`src/rtl/spi_slave_pkg.sv`:
```
// Shared types and constants for the oversampled SPI slave.
// Quad-line operation is compiled in with SPI_SLAVE_QUAD_EN.
package spi_slave_pkg;

  localparam logic [1:0] MODE_STD     = 2'd0;
  localparam logic [1:0] MODE_QUAD_TX = 2'd1;
  localparam logic [1:0] MODE_QUAD_RX = 2'd2;

  typedef enum logic [1:0] {
    STD     = MODE_STD,
    QUAD_TX = MODE_QUAD_TX,
    QUAD_RX = MODE_QUAD_RX
  } spi_mode_e;

  typedef enum logic [1:0] {
    IDLE,
    LOAD,
    SHIFT
  } state_e;

  // The unused encoding (3) falls back to standard single-line operation.
  function automatic spi_mode_e decode_mode(input logic [1:0] mode);
    case (mode)
      MODE_QUAD_TX: decode_mode = QUAD_TX;
      MODE_QUAD_RX: decode_mode = QUAD_RX;
      default:      decode_mode = STD;
    endcase
  endfunction

endpackage

```
`src/rtl/spi_slave_sync.sv`:
```
// Multi-stage synchronizer for one SPI pin, resetting to a chosen idle level.
module spi_slave_sync #(
  parameter int   STAGES  = 2,
  parameter logic RST_VAL = 1'b0
) (
  input  logic clk,
  input  logic rst_n,
  input  logic d,
  output logic q
);

  logic [STAGES-1:0] sync_q;

  always_ff @(posedge clk or negedge rst_n) begin
    if (!rst_n) begin
      sync_q <= {STAGES{RST_VAL}};
    end else begin
      sync_q <= {sync_q[STAGES-2:0], d};
    end
  end

  assign q = sync_q[STAGES-1];

endmodule

```
`src/rtl/spi_slave_os.sv`:
```
// Oversampled SPI mode-0 slave: SCK/CSN/SDI sampled in clk, bytes exchanged via valid/ready.
// Optional quad-line modes are enabled by defining SPI_SLAVE_QUAD_EN.
module spi_slave_os
  import spi_slave_pkg::*;
#(
  parameter int         SYNC_STAGES = 2,
  parameter logic [7:0] FILL_BYTE   = 8'hFF
) (
  input  logic       clk,
  input  logic       rst_n,
  input  logic       spi_sck_i,
  input  logic       spi_csn_i,
  input  logic [3:0] spi_sdi_i,
  output logic [3:0] spi_sdo_o,
  output logic [3:0] spi_sdo_oe_o,
`ifdef SPI_SLAVE_QUAD_EN
  input  logic [1:0] spi_mode_i,
`endif
  output logic [7:0] rx_data_o,
  output logic       rx_valid_o,
  input  logic       rx_ready_i,
  input  logic [7:0] tx_data_i,
  input  logic       tx_valid_i,
  output logic       tx_ready_o,
  output logic       overrun_o,
  output logic       underrun_o,
  input  logic       err_clr_i,
  output logic       busy_o
);

  logic       sck_p0, csn_p0;
  logic [3:0] sdi_p0;
  logic       sck_p1, csn_p1;

  spi_slave_sync #(.STAGES(SYNC_STAGES), .RST_VAL(1'b0)) u_sck_sync (
    .clk(clk), .rst_n(rst_n), .d(spi_sck_i), .q(sck_p0));
  spi_slave_sync #(.STAGES(SYNC_STAGES), .RST_VAL(1'b1)) u_csn_sync (
    .clk(clk), .rst_n(rst_n), .d(spi_csn_i), .q(csn_p0));

`ifdef SPI_SLAVE_QUAD_EN
  for (genvar i = 0; i < 4; i++) begin : g_sdi_sync
    spi_slave_sync #(.STAGES(SYNC_STAGES), .RST_VAL(1'b0)) u_sdi_sync (
      .clk(clk), .rst_n(rst_n), .d(spi_sdi_i[i]), .q(sdi_p0[i]));
  end
`else
  spi_slave_sync #(.STAGES(SYNC_STAGES), .RST_VAL(1'b0)) u_sdi_sync (
    .clk(clk), .rst_n(rst_n), .d(spi_sdi_i[0]), .q(sdi_p0[0]));
  assign sdi_p0[3:1] = 3'b000;
  logic unused_sdi;
  assign unused_sdi = ^spi_sdi_i[3:1];
`endif

  // ---- stage p1: previous synced levels for edge detection ----
  always_ff @(posedge clk or negedge rst_n) begin
    if (!rst_n) begin
      sck_p1 <= 1'b0;
      csn_p1 <= 1'b1;
    end else begin
      sck_p1 <= sck_p0;
      csn_p1 <= csn_p0;
    end
  end

  logic sck_rise, sck_fall, csn_fall, csn_rise;
  assign sck_rise = sck_p0 & ~sck_p1;
  assign sck_fall = ~sck_p0 & sck_p1;
  assign csn_fall = ~csn_p0 & csn_p1;
  assign csn_rise = csn_p0 & ~csn_p1;

  state_e     state;
  spi_mode_e  mode_q;
  logic [7:0] tx_sr, rx_sr, tx_buf;
  logic [2:0] bitcnt;
  logic       reload_pend, tx_full;

  logic       byte_last, load_evt, pop, under_set, byte_done, deliver, over_set, accept;
  logic [7:0] rx_next, load_byte;

  assign byte_last = (mode_q == STD) ? (bitcnt == 3'd7) : (bitcnt == 3'd1);
  assign rx_next   = (mode_q == QUAD_RX) ? {rx_sr[3:0], sdi_p0} : {rx_sr[6:0], sdi_p0[0]};
  assign load_evt  = ((state == LOAD) && !csn_rise) ||
                     ((state == SHIFT) && !csn_rise && sck_fall && reload_pend);
  assign pop       = load_evt & tx_full;
  assign under_set = load_evt & ~tx_full;
  assign load_byte = tx_full ? tx_buf : FILL_BYTE;
  assign byte_done = (state == SHIFT) && !csn_rise && sck_rise && byte_last;
  // In QUAD_TX the data lines are all driven by us, so nothing meaningful is received.
  assign deliver   = byte_done && (mode_q != QUAD_TX);
  assign over_set  = deliver & rx_valid_o & ~rx_ready_i;
  assign accept    = tx_valid_i & ~tx_full;

  // ---- stage p2: frame FSM and shift registers ----
  always_ff @(posedge clk or negedge rst_n) begin
    if (!rst_n) begin
      state       <= IDLE;
      mode_q      <= STD;
      tx_sr       <= 8'h00;
      rx_sr       <= 8'h00;
      bitcnt      <= 3'd0;
      reload_pend <= 1'b0;
    end else begin
      case (state)
        IDLE: begin
          if (csn_fall) state <= LOAD;
        end
        LOAD: begin
          if (csn_rise) begin
            state <= IDLE;
          end else begin
            tx_sr <= load_byte;
`ifdef SPI_SLAVE_QUAD_EN
            mode_q <= decode_mode(spi_mode_i);
`else
            mode_q <= STD;
`endif
            state <= SHIFT;
          end
        end
        SHIFT: begin
          if (csn_rise) begin
            state       <= IDLE;
            mode_q      <= STD;
            tx_sr       <= 8'h00;
            rx_sr       <= 8'h00;
            bitcnt      <= 3'd0;
            reload_pend <= 1'b0;
          end else begin
            if (sck_rise) begin
              rx_sr  <= rx_next;
              bitcnt <= byte_last ? 3'd0 : bitcnt + 3'd1;
              if (byte_last) reload_pend <= 1'b1;
            end
            if (sck_fall) begin
              if (reload_pend) begin
                tx_sr       <= load_byte;
                reload_pend <= 1'b0;
              end else if (mode_q == QUAD_TX) begin
                tx_sr <= {tx_sr[3:0], 4'h0};
              end else begin
                tx_sr <= {tx_sr[6:0], 1'b0};
              end
            end
          end
        end
        default: state <= IDLE;
      endcase
    end
  end

  // ---- stage p2: fabric-side handshakes and sticky flags ----
  always_ff @(posedge clk or negedge rst_n) begin
    if (!rst_n) begin
      rx_data_o  <= 8'h00;
      rx_valid_o <= 1'b0;
      overrun_o  <= 1'b0;
      underrun_o <= 1'b0;
      tx_buf     <= 8'h00;
      tx_full    <= 1'b0;
    end else begin
      if (deliver && !(rx_valid_o && !rx_ready_i)) begin
        rx_data_o  <= rx_next;
        rx_valid_o <= 1'b1;
      end else if (rx_ready_i) begin
        rx_valid_o <= 1'b0;
      end
      overrun_o  <= over_set  | (overrun_o  & ~err_clr_i);
      underrun_o <= under_set | (underrun_o & ~err_clr_i);
      if (accept) begin
        tx_buf  <= tx_data_i;
        tx_full <= 1'b1;
      end else if (pop) begin
        tx_full <= 1'b0;
      end
    end
  end

  assign tx_ready_o = ~tx_full;
  assign busy_o     = ~csn_p0;

  always_comb begin
    spi_sdo_o    = {3'b000, tx_sr[7]};
    spi_sdo_oe_o = {3'b000, busy_o};
`ifdef SPI_SLAVE_QUAD_EN
    if (mode_q == QUAD_TX) begin
      spi_sdo_o    = tx_sr[7:4];
      spi_sdo_oe_o = busy_o ? 4'hF : 4'h0;
    end else if (mode_q == QUAD_RX) begin
      spi_sdo_o    = 4'h0;
      spi_sdo_oe_o = 4'h0;
    end
`endif
  end

endmodule

```
`config.mk`:
```
export PLATFORM = sky130hd
export DESIGN_NAME = spi_slave_os
export DESIGN_NICKNAME = d
export VERILOG_FILES = /design/src/rtl/spi_slave_pkg.sv /design/src/rtl/spi_slave_sync.sv /design/src/rtl/spi_slave_os.sv
export SDC_FILE = /design/constraint.sdc
export NUM_CORES = 1
export LEC_CHECK = 0
export CORE_MARGIN = 2
export CORE_UTILIZATION = 46
export CTS_CLUSTER_DIAMETER = 120
export DETAILED_ROUTE_END_ITERATION = 16
export GPL_ROUTABILITY_DRIVEN = 0
export HOLD_SLACK_MARGIN = 0.1
export PLACE_DENSITY_LB_ADDON = 0.15
export SYNTH_ARGS = -nofsm -noshare
export SYNTH_HDL_FRONTEND = slang
export SYNTH_SLANG_ARGS = --single-unit
```
`constraint.sdc`:
```
create_clock -name clk -period 1.5 [get_ports clk]
set_input_delay 0.15 -clock clk [delete_from_list [all_inputs] [get_ports clk]]
set_output_delay 0.15 -clock clk [all_outputs]
set_load 0.05 [all_outputs]
```
==> results of run 1 <==
## cell families (layout without fill, tap and decap cells)
group	Yosys count	in the layout
muxes	24	24
buffers and inverters	17	59
adders and majority gates	2	2
DFF	49	49
and+or+nand+nor	21	21
AOI/OAI and AO/OA	36	36
other	1	6
## per-stage QoR
step	TNS (ns)	area [µm²]
final	0	2600
after global placement	-0.463	2480
after floorplan	0	2080
after detailed placement	-0.665	2480
after global routing	-0.181	2600
after CTS	-0.105	2580
## synth_stat cells (2+ instances only)
cell type / instances
nand2_1: 4
mux2_2: 24
o21ai_0: 9
a22o_1: 10
buf_4: 9
inv_1: 4
nor2b_1: 6
buf_2: 2
o21ai_2: 2
dfrtp_1: 46
a2bb2oi_1: 8
nor2_1: 3
nand2b_1: 4
a21oi_1: 2
a31oi_1: 2
ha_1: 2
dfstp_2: 3
clkbuf_1: 2
## sequential cells by signal, summed over array words and instances, names as in the netlist, 2 cells and up
register and cells:
u_csn_sync.sync_q 2, tx_sr 8, tx_buf 8, rx_sr 7, u_sdi_sync.sync_q 2, bitcnt 3, u_sck_sync.sync_q 2, state 2
rx_data_o 8
## cell type report
cell class,instances,area share (%)
clock buffer,7,2.93
clock inverter,1,0.288
inverter,4,0.577
multi-input combinational,89,30.0
sequential,49,47.2
tap,52,2.50
timing repair buffer,47,16.5
## worst min-delay path by stage
stage	startpoint	end	slack, ns	cells past startpoint
global route	spi_csn_i	u_csn_sync.sync_q[0]	0.25	1
floorplan	rst_n	bitcnt[0]	-0.15	0
detailed placement	rst_n	tx_full	0.12	1
finish	spi_csn_i	u_csn_sync.sync_q[0]	0.26	1
CTS	spi_csn_i	u_csn_sync.sync_q[0]	0.26	1
global placement	rst_n	tx_full	0.11	1
## per-layer routing
metal,part of all wire (%),up-vias
met5,0,-
met2,51,29
met3,3.9,5
met1,44,664
li1,-,610
met4,0.97,0
## power breakdown
group,internal (mW),switching (mW)
Combinational,0.615,0.443
Clock,0.331,0.424
Sequential,1.62,0.184
## timing repair
item,CTS,global route
endpoints found under the setup margin,26,26
pin swaps,1,0
gates resized for setup,2,5
hold buffers,1,0
gates cloned,0,0
endpoints found under the hold margin,17,0
## cells in the final DEF (no fill, tap or decap), types with 2 or more instances in the layout
cell,synthesis,routed
ha_1,2,2
clkbuf_1,2,2
inv_1,4,4
buf_12,0,3
dfstp_2,3,3
o21ai_4,0,2
clkdlybuf4s50_1,0,14
nor2b_1,6,4
a21oi_1,2,2
dfrtp_1,46,46
o21ai_0,9,8
buf_4,9,27
nor2_1,3,3
a31oi_1,2,2
nand2b_1,4,3
mux2_4,0,8
a22o_1,10,10
nand2_1,4,4
mux2_2,24,16
a2bb2oi_1,8,8
conb_1,1,6
clkbuf_8,0,5
==> run_results.csv, run 1 <==
group,metric,value,unit
status,status,"finished clean",
sta,max_freq,0.675,GHz
route,viasPerCell,5.25,
final_layout,multi_input_area,781,µm²
yosys,synth_flop_cell,"dfrtp_1",
yosys,synth_top_family_by_area,"multiplexers",
yosys,synth_cells,150,
sta,rsz0062_at_grt,"yes",
yosys,synth_fa_ha_area_share,1.24,%
final_layout,syn_to_final_growth,28.9,%
hold_path,hp-class,"input port to register",
route,num_vias,1308,
critical_path,path_cells,"nor2b_4 > buf_6 > o21ai_4 > buf_12 > mux2_4",
yosys,synth-compound-area-share,13.0,%
clock_network,clockRootBuffer,"clkbuf_8",
route,dr.pass1.iters,4,
final_layout,fillers,330,
route,drt_iter0_markers,84,
placed_design,post-dp-hpwl,2750,µm
pwr,total_power,3.62,mW
critical_path,crit_cells,5,
final_layout,insertedDiodeCount,0,
pwr,leakagePower,1.23,nW
clock_network,cts_tree,"built",
yosys,synthArstFlopShare,100,%
critical_path,startpoint,"u_csn_sync.sync_q[1]",
sta,period_minus_slack,1.48,ns
yosys,synth_xor_area_share,0,%
global_routing,met2_usage,29.4,%
critical_path,start_kind,"register",
yosys,ys_warn_count,0,
global_routing,busiest_layer,"met2",
critical_path,reg2reg_from,"u_csn_sync.sync_q[1]",
sta,finalSetupViolCount,0,
yosys,synthDistinctLibCells,26,
sta,report.final.hold_viol_count,0,
placed_design,place_inst,240,
die,io_pins,40,
die,start_util,47.1,%
global_routing,grt_max_degree,33,
yosys,synth_mux_area_share,13.4,%
critical_path,cp_num_buf_inv,2,
clock_network,cts_buffer_depth,2,
critical_path,r2r_setup_slack,0.02,ns
job,drv_cap,0,
yosys,synth.area.top_cells,"dfrtp_1, mux2_2, a22o_1",
clock_network,cts_buffers,5,
global_routing,grt_use_met1,22.1,%
critical_path,worstPathRequired,1.68,ns
route,wirelength,3830,µm
global_routing,grt_pass1_wl,6730,µm
clock_network,post_cts_buffers,0,
critical_path,critPathCaptureType,"register",
pwr,power_per_cell_area,1390,nW/µm²
global_routing,use_met3,3.90,%
final_layout,nets,217,
global_routing,grtUsageTotal,17.3,%
clock_network,path_clk_slew,0.08,ns
global_routing,antenna_found_initial,0,
critical_path,cp.arrival,1.66,ns
yosys,synth_edf_count,0,
final_layout,fin_util,60.6,%
final_layout,drive_gt1_share,37.1,%
clock_network,clock_latency,0.30,ns
final_layout,finalNonFillerCells,249,
yosys,netlist.area_leader.share,57.0,%
critical_path,cp_slowest_stage_delay,0.57,ns
die,die_h,70.3,µm
pwr,peakVddDrop,0.637,mV
yosys,synth_area,2020,µm²
critical_path,cp_max_fo,8,
clock_network,cts_sinks,49,
die,die_x,70.3,µm
route,postRouteAntennaNets,0,
yosys,synth_simple_gate_area_share,6.38,%
final_layout,seq_area,1230,µm²
die,rows,24,
sta,fin_crit_sh,98.8,%
critical_path,critPathTopFamily,"flip-flops",
placed_design,pre_cts_slack,-0.0731,ns
critical_path,worstSetupEndpoint,"tx_sr[7]",
yosys,avgSynthCellArea,13.5,µm²
die,core,4290,µm²
placed_design,port_buffers,30,
critical_path,r2r_end,"tx_sr[7]",
die,die_area,4940,µm²
yosys,synth.yosys.seq_area_share,60.9,%
sta,fin_hold_ws,0.263,ns
yosys,synth-seq-cells,49,
global_routing,overflow,0,
critical_path,crit_type,"register to register",
sta,layout_setup_ws,0.0180,ns
sta,slew_violations,0,
route,drc,0,
global_routing,grt_pass1_vias,1417,
critical_path,slowest_stage,"dfstp_2",
route,wire_per_inst,15.4,µm
sta,skew,0.00763,ns
yosys,yosys.area.top_type,"dfrtp_1",
clock_network,h-tree-depth,2,
critical_path,reg2regPathDepth,5,
Power figures use the tool's default switching activity.
==> run 2: changes to the inputs <==
Settings changed: CORE_MARGIN 2 to 1.
==> run 2 against run 1 <==
Against the previous run: the flow now finishes with violations (negative setup slack); die area fell by 5.6%; global-route usage rose by 1.4 points; core utilization rose by 3.0 points; cell area rose by 0.62%; wire length fell by 0.65%; maximum frequency fell by 2.4%; total power rose by 1.2%; combinational power barely moved; sequential share of layout area fell by 0.29 points.
==> run_results.csv, run 2 (synthesized netlist as in run 1, its figures left out) <==
group,metric,value,unit
clock_network,h-tree-depth,2,
sta,rsz0062_at_grt,"yes",
sta,slew_violations,0,
final_layout,finalNonFillerCells,247,
die,die_x,68.3,µm
route,viasPerCell,5.35,
route,dr.pass1.iters,4,
critical_path,crit_type,"register to register",
route,drc,0,
global_routing,grt_pass1_vias,1306,
route,drt_iter0_markers,43,
sta,period_minus_slack,1.52,ns
sta,fin_crit_sh,101,%
critical_path,worstPathRequired,1.69,ns
sta,finalSetupViolCount,7,
status,status,"finished with violations",
route,num_vias,1321,
sta,max_freq,0.659,GHz
clock_network,cts_buffer_depth,2,
clock_network,clockRootBuffer,"clkbuf_8",
critical_path,critPathCaptureType,"register",
placed_design,port_buffers,30,
placed_design,post-dp-hpwl,2700,µm
final_layout,drive_gt1_share,39.1,%
clock_network,cts_tree,"built",
sta,fin_hold_ws,0.255,ns
final_layout,reg_top3,"rx_data_o (8), tx_buf (8), tx_sr (8)",
global_routing,antenna_found_initial,0,
global_routing,grt_max_degree,24,
route,wire_per_inst,15.4,µm
placed_design,postPlaceCellArea,2460,µm²
route,wirelength,3800,µm
final_layout,layout_common_cells,"dfrtp_1, buf_4, mux2_4",
die,die_h,68.3,µm
sta,layout_setup_ws,-0.0180,ns
final_layout,fin_util,63.7,%
route,postRouteAntennaNets,0,
die,start_util,49.1,%
clock_network,cts_buffers,5,
critical_path,start_kind,"register",
job,drv_cap,0,
placed_design,place_inst,238,
global_routing,overflow,0,
die,die_area,4660,µm²
pwr,leakagePower,1.26,nW
final_layout,syn_to_final_growth,29.7,%
placed_design,pre_cts_slack,-0.107,ns
clock_network,post_cts_buffers,0,
final_layout,nets,217,
pwr,peakVddDrop,0.709,mV
die,rows,23,
die,core,4120,µm²
global_routing,grtUsageTotal,18.8,%
status,violations,"negative setup slack",
pwr,total_power,3.66,mW
final_layout,final_area,2620,µm²
clock_network,cts_sinks,49,
global_routing,grt_pass1_wl,6210,µm
critical_path,cp_max_fo,8,
sta,setup_tns,-0.0672,ns
final_layout,layout_commonest_cell,"dfrtp_1",
clock_network,path_clk_slew,0.09,ns
critical_path,r2r_setup_slack,-0.02,ns
pwr,power_per_cell_area,1400,nW/µm²
die,io_pins,40,
critical_path,cp.arrival,1.71,ns
sta,report.final.hold_viol_count,0,
final_layout,insertedDiodeCount,0,
sta,skew,0.00851,ns
hold_path,hp-class,"input port to register",
clock_network,clock_latency,0.30,ns
==> run 2: changes by cell type in the layout (fill, tap and decap cells not counted), sizes merged <==
cell,delta
clkbuf,-1
clkinv,+2
clkinvlp,-1
==> run 2: metal layers <==
metal	share of wire, %	wire, µm	GRT usage, %
met5	0	0	0
met4	1.2	47	8.07
met3	2.9	111	4.00
met2	50	1910	30.5
met1	46	1730	24.0
==> run 2: final timing paths <==
path / cells after the start / from / end
setup / recovery: 4 / state[0] / rx_data_o[0]
hold / removal: 1 / spi_csn_i / u_csn_sync.sync_q[0]
setup reg to reg: 4 / state[0] / rx_data_o[0]
hold reg to reg: 0 / u_sdi_sync.sync_q[0] / u_sdi_sync.sync_q[1]
max in group asynchronous: 3 / rst_n / rx_sr[1]
min in group asynchronous: 2 / rst_n / tx_buf[5]
==> run 2: timing repair <==
action,4_1_cts,5_1_grt
endpoints found under the hold margin,17,0
hold buffers,1,0
pin swaps,1,2
setup endpoints to repair,17,21
resized for setup,8,6
==> run 2: worst max-delay path, cell delays in order, from the launching register on <==
cell	delay [ns]
dfrtp_1	0.42
and2b_2	0.27
and3_4	0.21
nand3_4	0.16
mux2_4	0.35
==> run 2: cell type report <==
cell class	count	area, µm²
timing repair buffer	47	413
fill	339	1500
tap	50	62.6
multi-input combinational	89	803
sequential	49	1230
inverter	4	15.0
clock inverter	2	13.8
clock buffer	6	82.6
==> run 2: where the power goes <==
group / switching (mW) / internal (mW) / total [mW]
clock network: 0.428 / 0.374 / 0.802
logic: 0.442 / 0.611 / 1.05
registers: 0.186 / 1.62 / 1.80
total: 1.06 / 2.60 / 3.66
==> run 3: changes to the inputs <==
Settings changed: SLEW_MARGIN from default to 40.
==> results of run 3 <==
Final layout, timing and power as in run 2 (identical DEF).
